File: src/rtl/ifetch_unit.sv
// RV32I instruction fetch: owns the PC, issues single-outstanding word requests,
// buffers returned words in a 2-entry queue and applies redirects from execute.
module ifetch_unit #(
    parameter logic [31:0] RESET_PC = 32'h0000_0000
) (
    input  logic        clock,
    input  logic        nReset,
    output logic        imem_req,
    output logic [31:0] imem_addr,
    input  logic        imem_gnt,
    input  logic        imem_rvalid,
    input  logic [31:0] imem_rdata,
    input  logic        redirect,
    input  logic [31:0] redirect_pc,
    output logic        if_valid,
    input  logic        if_ready,
    output logic [31:0] if_pc,
    output logic [31:0] if_instr,
    output logic [6:0]  opcode,
    output logic [2:0]  func3,
    output logic        f7,
    output logic [24:0] immSample,
    output logic        fetch_fault
);

    typedef enum logic [0:0] {MODE_RUN = 1'b0, MODE_HALT = 1'b1} mode_e;

    localparam logic [31:0] NOP_INSTR = 32'h0000_0013;

    mode_e       mode_r;
    mode_e       mode_nxt_s;
    logic        fault_r;
    logic        fault_nxt_s;
    logic        run_s;
    logic [31:0] fetch_pc_r;
    logic [31:0] tag_pc_r;
    logic [31:0] last_pc_r;
    logic        outstanding_r;
    logic        drop_r;
    logic        started_r;
    logic [31:0] head_pc_r;
    logic [31:0] head_instr_r;
    logic [31:0] tail_pc_r;
    logic [31:0] tail_instr_r;
    logic [1:0]  count_r;
    logic        rsp_s;
    logic        pending_s;
    logic        head_valid_s;
    logic        pop_s;
    logic        push_s;
    logic        req_s;
    logic        acc_s;
    logic [2:0]  occ_s;

    // Mode next-state: only a redirect can enter or leave HALT.
    always_comb begin
        mode_nxt_s  = mode_r;
        fault_nxt_s = fault_r;
        run_s       = 1'b0;
        case (mode_r)
            MODE_RUN:  run_s = 1'b1;
            MODE_HALT: run_s = 1'b0;
            default:   run_s = 1'b0;
        endcase
        if (redirect) begin
            if (redirect_pc[1:0] == 2'b00) begin
                mode_nxt_s  = MODE_RUN;
                fault_nxt_s = 1'b0;
            end else begin
                mode_nxt_s  = MODE_HALT;
                fault_nxt_s = 1'b1;
            end
        end else begin
            mode_nxt_s  = mode_r;
            fault_nxt_s = fault_r;
        end
    end

    // Mode and sticky fault state.
    always_ff @(posedge clock or negedge nReset) begin
        if (!nReset) begin
            mode_r  <= MODE_RUN;
            fault_r <= 1'b0;
        end else begin
            mode_r  <= mode_nxt_s;
            fault_r <= fault_nxt_s;
        end
    end

    // rvalid without an outstanding request (e.g. left over from before reset) is ignored.
    assign rsp_s        = imem_rvalid & outstanding_r;
    assign pending_s    = outstanding_r & ~rsp_s;
    assign head_valid_s = run_s & (count_r != 2'd0);
    assign pop_s        = head_valid_s & if_ready & ~redirect;
    assign push_s       = rsp_s & ~drop_r & ~redirect & run_s;
    // Slots committed after this cycle: queue after pop/push plus any unanswered request.
    assign occ_s        = {1'b0, count_r} + {2'b00, push_s} - {2'b00, pop_s} + {2'b00, pending_s};
    assign req_s        = started_r & run_s & ~redirect & (~outstanding_r | rsp_s) & (occ_s < 3'd2);
    assign acc_s        = req_s & imem_gnt;

    // Request/response bookkeeping and the fetch PC.
    always_ff @(posedge clock or negedge nReset) begin
        if (!nReset) begin
            started_r     <= 1'b0;
            outstanding_r <= 1'b0;
            drop_r        <= 1'b0;
            fetch_pc_r    <= RESET_PC;
            tag_pc_r      <= 32'h0000_0000;
        end else begin
            started_r <= 1'b1;
            if (acc_s) begin
                outstanding_r <= 1'b1;
            end else if (rsp_s) begin
                outstanding_r <= 1'b0;
            end
            if (redirect && pending_s) begin
                drop_r <= 1'b1;
            end else if (rsp_s) begin
                drop_r <= 1'b0;
            end
            if (redirect && (redirect_pc[1:0] == 2'b00)) begin
                fetch_pc_r <= redirect_pc;
            end else if (acc_s) begin
                fetch_pc_r <= fetch_pc_r + 32'd4;
            end
            if (acc_s) begin
                tag_pc_r <= fetch_pc_r;
            end
        end
    end

    // Two-entry response queue; head always holds the oldest word.
    always_ff @(posedge clock or negedge nReset) begin
        if (!nReset) begin
            count_r      <= 2'd0;
            head_pc_r    <= 32'h0000_0000;
            head_instr_r <= NOP_INSTR;
            tail_pc_r    <= 32'h0000_0000;
            tail_instr_r <= NOP_INSTR;
        end else if (redirect) begin
            count_r <= 2'd0;
        end else begin
            case ({pop_s, push_s})
                2'b10: begin
                    head_pc_r    <= tail_pc_r;
                    head_instr_r <= tail_instr_r;
                    count_r      <= count_r - 2'd1;
                end
                2'b01: begin
                    if (count_r == 2'd0) begin
                        head_pc_r    <= tag_pc_r;
                        head_instr_r <= imem_rdata;
                    end else begin
                        tail_pc_r    <= tag_pc_r;
                        tail_instr_r <= imem_rdata;
                    end
                    count_r <= count_r + 2'd1;
                end
                2'b11: begin
                    if (count_r == 2'd2) begin
                        head_pc_r    <= tail_pc_r;
                        head_instr_r <= tail_instr_r;
                        tail_pc_r    <= tag_pc_r;
                        tail_instr_r <= imem_rdata;
                    end else begin
                        head_pc_r    <= tag_pc_r;
                        head_instr_r <= imem_rdata;
                    end
                end
                default: count_r <= count_r;
            endcase
        end
    end

    // Last presented PC, shown on if_pc while the queue is empty.
    always_ff @(posedge clock or negedge nReset) begin
        if (!nReset) begin
            last_pc_r <= 32'h0000_0000;
        end else if (head_valid_s) begin
            last_pc_r <= head_pc_r;
        end
    end

    assign imem_req    = req_s;
    assign imem_addr   = fetch_pc_r;
    assign if_valid    = head_valid_s;
    assign if_pc       = head_valid_s ? head_pc_r : last_pc_r;
    assign if_instr    = head_valid_s ? head_instr_r : NOP_INSTR;
    assign opcode      = if_instr[6:0];
    assign func3       = if_instr[14:12];
    assign f7          = if_instr[30];
    assign immSample   = if_instr[31:7];
    assign fetch_fault = fault_r;

endmodule

File: config.mk
export PLATFORM = sky130hd
export DESIGN_NAME = ifetch_unit
export DESIGN_NICKNAME = d
export VERILOG_FILES = /design/src/rtl/ifetch_unit.sv
export SDC_FILE = /design/constraint.sdc
export NUM_CORES = 1
export LEC_CHECK = 0
export BUFFER_PORTS_ARGS = -buffer_cell sky130_fd_sc_hd__buf_2
export CORE_AREA = 4 4 167 169
export CTS_CLUSTER_DIAMETER = 80
export DETAILED_ROUTE_END_ITERATION = 8
export DIE_AREA = 0 0 171 173
export GPL_ROUTABILITY_DRIVEN = 0
export HOLD_SLACK_MARGIN = 0.03
export PLACE_DENSITY = 0.62
export REMOVE_ABC_BUFFERS = 1
export SLEW_MARGIN = 20
export SYNTH_ARGS = -nofsm -noshare
export SYNTH_HDL_FRONTEND = slang
export SYNTH_SLANG_ARGS = --single-unit
export TNS_END_PERCENT = 10
File: constraint.sdc
create_clock -name clock -period 11.9 [get_ports clock]
set_clock_uncertainty 0.15 [all_clocks]
set_input_delay 0.595 -clock clock [delete_from_list [all_inputs] [get_ports clock]]
set_output_delay 0.595 -clock clock [all_outputs]
set_load 0.005 [all_outputs]
Yosys cells after proc, flatten, opt, wreduce, memory -nomap -nowiden

Cells that the tools add are included.
W data, S select, Z words.

Register bits after elaboration: 230
Bits in latches: 0
Memory bits (writable): 0
ROM bits: 0
Output and inout port bits: 135
Logic and storage cells: 81
Memories: 0

$add $sub $neg: 6
Multipliers: 0
Div/mod/pow operators: 0
$lt $le $gt $ge: 1
Equal/unequal tests: 7
Shift-type cells: 0
Mux-type cells: 23
Bitwise logic cells: 19
Reduce and logical (&&, ||, !) cells: 13

Operators with widths:

| kind                    | number |
|---|---|
| $mux W32                | 12 |
| $pmux W32 S3            | 2 |
| $pmux W32 S2            | 2 |
| $add A32 B3 Y32 const B | 1 |
| $and A1 B1 Y1           | 13 |
| $reduce_bool A2 Y1      | 5 |
| $eq A2 B2 Y1 const B    | 3 |
| $ne A2 B2 Y1 const B    | 3 |
| $reduce_bool A3 Y1      | 2 |
| $not A1 Y1              | 5 |
| $logic_not A2 Y1        | 2 |
| $mux W1                 | 4 |
| $pmux W2 S2             | 1 |
| $reduce_and A4 Y1       | 1 |
| $add A2 B1 Y3           | 1 |
| $add A3 B1 Y3           | 1 |
| $lt A3 B2 Y1 const B    | 1 |
| $reduce_and A3 Y1       | 1 |
| $sub A3 B1 Y3           | 1 |
| $add A2 B1 Y2 const B   | 1 |
| $eq A2 B1 Y1 const B    | 1 |
| $logic_and A1 B1 Y1     | 2 |
| $mux W2                 | 1 |
| $pmux W1 S2             | 1 |
| other kinds (2)         | 2 |

Longest topological paths before layout

Depth after elaboration: 12
Mapped depth: 15

Least setup slack after synthesis

OpenSTA, ideal clock, no wires.

Path kind: input to register
Start: in redirect
End: reg fetch_pc_r[21], in the netlist imem_addr[21]
Setup time: 0.126 ns
Arrival time: 3.766 ns
Required time: 11.624 ns
Path slack: 7.858 ns
Stages: 11
Buffers on the path: 1
Path through: buf_2 -> nor4_1 -> ha_1 -> inv_1 -> ha_1 -> a21o_1 -> fa_1 -> nor4b_2 -> nand4_1 -> or4_4 -> a311o_1

Longest elaborated chain between the ends: 10
Elaborated cells on any way between the ends: 15

RTL lines:

| element                             | line | RTL |
|---|---|---|
| from (decl)                         | 13   | `input logic redirect,` |
| $not A1 Y1 (no source line)         | --   |  |
| $and A1 B1 Y1 (2 in a row)          | 95   | `assign push_s = rsp_s & ~drop_r & ~redirect & run_s;` |
| $add A2 B1 Y3                       | 97   | `assign occ_s = {1'b0, count_r} + {2'b00, push_s} - {2'b00, pop_s} + {2'b00, pending_s};` |
| $sub A3 B1 Y3                       | 97   |  |
| $add A3 B1 Y3                       | 97   |  |
| $lt A3 B2 Y1                        | 98   | `assign req_s = started_r & run_s & ~redirect & (~outstanding_r \| rsp_s) & (occ_s < 3'd2);` |
| $and A1 B1 Y1                       | 98   |  |
| $and A1 B1 Y1                       | 99   | `assign acc_s = req_s & imem_gnt;` |
| $reduce_bool A2 Y1 (no source line) | --   |  |
| to (signal assigned)                | 122  | `fetch_pc_r <= redirect_pc;` |
| to (signal assigned)                | 124  | `fetch_pc_r <= fetch_pc_r + 32'd4;` |
| to (decl)                           | 35   | `logic [31:0] fetch_pc_r;` |

Parallel ways exist; a longest one is shown, timed or not.
A chain may end at the register's enable or synchronous reset.

Final worst setup path

Start: reg count_r[1]
End: reg fetch_pc_r[5], in the netlist imem_addr[5]

Longest elaborated chain between the ends: 10
Elaborated cells on any way between the ends: 11

RTL lines:

| element                               | line | RTL |
|---|---|---|
| from (decl)                           | 45   | `logic [1:0] count_r;` |
| from (signal assigned)                | 147  | `count_r <= count_r - 2'd1;` |
| from (signal assigned)                | 157  | `count_r <= count_r + 2'd1;` |
| from (signal assigned)                | 170  | `default: count_r <= count_r;` |
| $reduce_bool A2 Y1                    | 93   | `assign head_valid_s = run_s & (count_r != 2'd0);` |
| $and A1 B1 Y1                         | 93   |  |
| $and A1 B1 Y1 (2 in a row)            | 94   | `assign pop_s = head_valid_s & if_ready & ~redirect;` |
| $sub A3 B1 Y3 *                       | 97   |  |
| $add A3 B1 Y3 *                       | 97   |  |
| $lt A3 B2 Y1 *                        | 98   |  |
| $and A1 B1 Y1 *                       | 98   |  |
| $and A1 B1 Y1 *                       | 99   |  |
| $reduce_bool A2 Y1 (no source line) * | --   |  |

Mark *: on every way between the ends. The rest lies on a longest branch, timed or not.

==> flow_summary_export.csv <==
group,metric,value,unit
outcome,status,"finished clean",
timing,setup_ws,7.33,ns
power_and_ir_drop,power_density,145,nW/um^2
clocking,ctsResizeCount,0,
final_layout,final_cells,1460,
detailed_routing,routed_wl,24300,um
global_routing,track_usage,0.161,
logic_synthesis,ys_ff_latch,230,
global_routing,grt_pass1_vias,7283,
placed_design,placedCellCount,1413,
global_routing,grt_pass1_wl,39100,um
die,die_width,171,um
clocking,cts-htree-levels,1,
clocking,cts_sinks,230,
final_layout,drive_gt1_frac,0.328,
worst_setup_path,cp_slowest_stage_delay,0.65,ns
detailed_routing,first_pass_iters,5,
worst_setup_path,crit_path_start,"count_r[1]",
final_layout,antennaDiodeCount,0,
timing,period_share,0.384,
worst_setup_path,path_cells,"nor2_1, nor4_1, ha_1, inv_1, ha_1, a21o_1, fa_1, nor4b_2, and4_2, buf_4, nor2_1, a211o_1, a21oi_1",
clocking,insertion_delay,0.52,ns
final_layout,fin_nets,1176,
die,start_util,0.391,
clocking,post_cts_buffers,0,
logic_synthesis,yosys.area_share.adder,0.00553,
placed_design,numPortBuffers,204,
logic_synthesis,synth_xor_area_frac,0.00842,
timing,timing.final.crit_period,4.57,ns
detailed_routing,wl_per_cell,16.7,um
logic_synthesis,async_reset_ff_frac,1.00,
logic_synthesis,ys.flop_type,"dfrtp_1",
timing,setup-tns-final,0,ns
logic_synthesis,ys.warnings.count,0,
logic_synthesis,yosysSeqAreaShare,0.554,
logic_synthesis,yosys-top-cells-area,"dfrtp_1 54%, mux2_2 11%, nand2_1 6.9%",
global_routing,antenna_found_initial,0,
timing,worst_slew_pin_slew,1.10,ns
worst_setup_path,required,12.20,ns
worst_setup_path,end_kind,"flop",
clocking,cts-root-buf,"clkbuf_16",
clocking,path_clk_slew,0.06,ns
worst_setup_path,critPathKind,"flop to flop",
die,fp.coreArea,26600,sq um
die,fp.dieH,173,um
global_routing,grt_max_degree,99,
logic_synthesis,synth_top_area_share,0.539,
logic_synthesis,synth_top_family_by_area,"multiplexers",
worst_setup_path,crit_path_start_kind,"flop",
final_layout,utilization,0.461,
clocking,clk_path_buf_depth,3,
power_and_ir_drop,leakage,5.95,nW
detailed_routing,drt_iter0_markers,561,
die,die_area,29600,sq um
worst_setup_path,arrival,4.86,ns
detailed_routing,drc,0,
die,rows,60,
timing,slew_viol_final,0,
timing,finalHoldViolCount,0,
logic_synthesis,postSynthCellCount,948,
timing,finalSetupViolations,0,
worst_setup_path,slowest_stage,"nor4_1",
die,io_pins,205,
logic_synthesis,yosys.area_share.simple,0.144,
placed_design,hpwlAfterDp,16000,um
min_path,hold_start,"imem_rvalid",
final_layout,final_cell_area,12300,sq um
worst_setup_path,cp_num_buf_inv,2,
power_and_ir_drop,irDropWorstVdd,0.0888,mV
logic_synthesis,synth_edf_count,0,
worst_setup_path,r2r-start,"count_r[1]",
timing,maxSlewHeadroom,0.268,
logic_synthesis,yosysTopAreaCell,"dfrtp_1",
timing,clock.fmax,0.219,GHz
detailed_routing,dr_total_vias,7461,
placed_design,place_ws,7.16,ns
clocking,tritoncts,"built",
min_path,hold_path.class,"primary input to flop",
clocking,cts_buffers,27,
final_layout,syn2layout_area_growth,17.9,%
final_layout,fillers,2548,
logic_synthesis,yosys.cell_types.count,51,
global_routing,gr-total-overflow,0,
worst_setup_path,cp_max_fo,51,
flow_run,drv_cap,0,
timing,rsz0062_at_grt,"no",
logic_synthesis,synth-compound-area-share,0.0662,
logic_synthesis,syn_area_per_cell,11.0,sq um
placed_design,dpl-instance-area,11400,sq um
detailed_routing,ant_nets,0,
worst_setup_path,path_delay_family,"simple AND/OR/NAND/NOR gates",
detailed_routing,viasPerCell,5.11,
logic_synthesis,synth.area.mux_share,0.170,
logic_synthesis,syn-cell-area,10400,sq um
==> placed cells by master, fill, tap and decap left out, drive strengths merged, types with 2 or more instances in the layout <==
cell / count
xor2: 6
inv: 6
mux2: 97
and2: 33
clkbuf: 41
nand2: 191
o211ai: 7
a221o: 3
a31oi: 3
a22oi: 2
nand4: 11
or4: 5
a21o: 3
ha: 3
nor4: 8
nand3: 23
or3: 8
a21oi: 12
and4: 2
nand2b: 4
and3: 6
buf: 215
dfrtp: 224
nor2: 21
xnor2: 4
dfstp: 6
nor3: 8
mux2i: 67
o21ai: 79
a211oi: 2
clkinv: 5
==> synthesized netlist by cell type, drive strengths merged (2+ instances only) <==
library cell / instances
a221o: 3
mux2i: 67
nand2b: 4
a31oi: 3
o211ai: 7
inv: 6
nor3: 8
or3: 8
and4: 2
ha: 3
clkbuf: 31
and3: 6
a21oi: 12
and2: 33
a211oi: 2
or4: 5
nand4: 11
mux2: 97
dfrtp: 224
a22oi: 2
buf: 60
nor4: 8
nand2: 191
dfstp: 6
a21o: 3
o21ai: 79
xnor2: 4
xor2: 6
nor2: 21
nand3: 23
==> stage by stage <==
step                      total power (W)  hold WS, ns
final                             0.00178        0.120
after global routing              0.00187        0.130
after CTS                         0.00181        0.103
after detailed placement          0.00104        0.312
after global placement            0.00104        0.303
after floorplan                  0.000957        0.149
==> power breakdown <==
group          switching (W)  internal, W
clock               0.000308     0.000445
combinational      0.0000808    0.0000575
sequential         0.0000592     0.000833
total               0.000448      0.00134
==> flip-flops by register name, indices dropped and copies added (netlist names), 2 cells and up <==
| signal | count |
|---|---|
| count_r | 2 |
| head_instr_r | 32 |
| head_pc_r | 32 |
| imem_addr | 32 |
| last_pc_r | 32 |
| tag_pc_r | 32 |
| tail_instr_r | 32 |
| tail_pc_r | 32 |
==> metal layers <==
| metal | part of all wire | routed length, um | global-route usage | vias up |
|---|---|---|---|---|
| met4 | 0.025 | 599 | 0.0383 | 0 |
| met3 | 0.069 | 1670 | 0.0288 | 45 |
| li1 | - | - | - | 3532 |
| met2 | 0.45 | 10900 | 0.258 | 272 |
| met5 | 0 | 0 | 0 | - |
| met1 | 0.46 | 11200 | 0.228 | 3612 |
==> worst reg2reg max path: cells and delay by family, from the launching register on <==
kind | cells | cell delay [ns]
AND/OR/NAND/NOR | 5 | 1.74
adder cells (fa/ha/maj) | 3 | 1.02
AO/OA/AOI/OAI | 3 | 0.64
buffers and inverters | 2 | 0.50
flip-flops | 1 | 0.44
==> worst paths after layout <==
path,to,slack [ns],cells after the start
max,imem_addr[5],7.33,13
min,drop_r,0.12,2
max reg2reg,imem_addr[5],7.33,13
min reg2reg,head_instr_r[23],0.32,2
max in group asynchronous,tail_instr_r[23],8.93,4
min in group asynchronous,head_instr_r[21],0.52,2
==> layout make-up <==
cell class | count | area, sq um | share of cell area
Clock buffer | 41 | 778 | 0.0635
Clock inverter | 5 | 25.0 | 0.00204
Inverter | 6 | 22.5 | 0.00184
Multi-Input combinational cell | 621 | 4120 | 0.336
Sequential cell | 230 | 5760 | 0.470
Tap cell | 341 | 427 | 0.0348
Timing Repair Buffer | 216 | 1120 | 0.0917
==> logic make-up after synthesis <==
kind of cell               after synthesis
buffers and inverters                   97
adders and majority gates                4
DFF                                    230
xor gates and xnor gates                10
other                                    1
AOI/OAI and AO/OA                      120
muxes                                  164
and+or+nand+nor                        322
==> timing repair <==
item	CTS	global route
hold buffers	1	0
hold endpoints to repair	91	0
endpoints found under the setup margin	0	0
No activity file was read; power rests on OpenSTA's default activity.
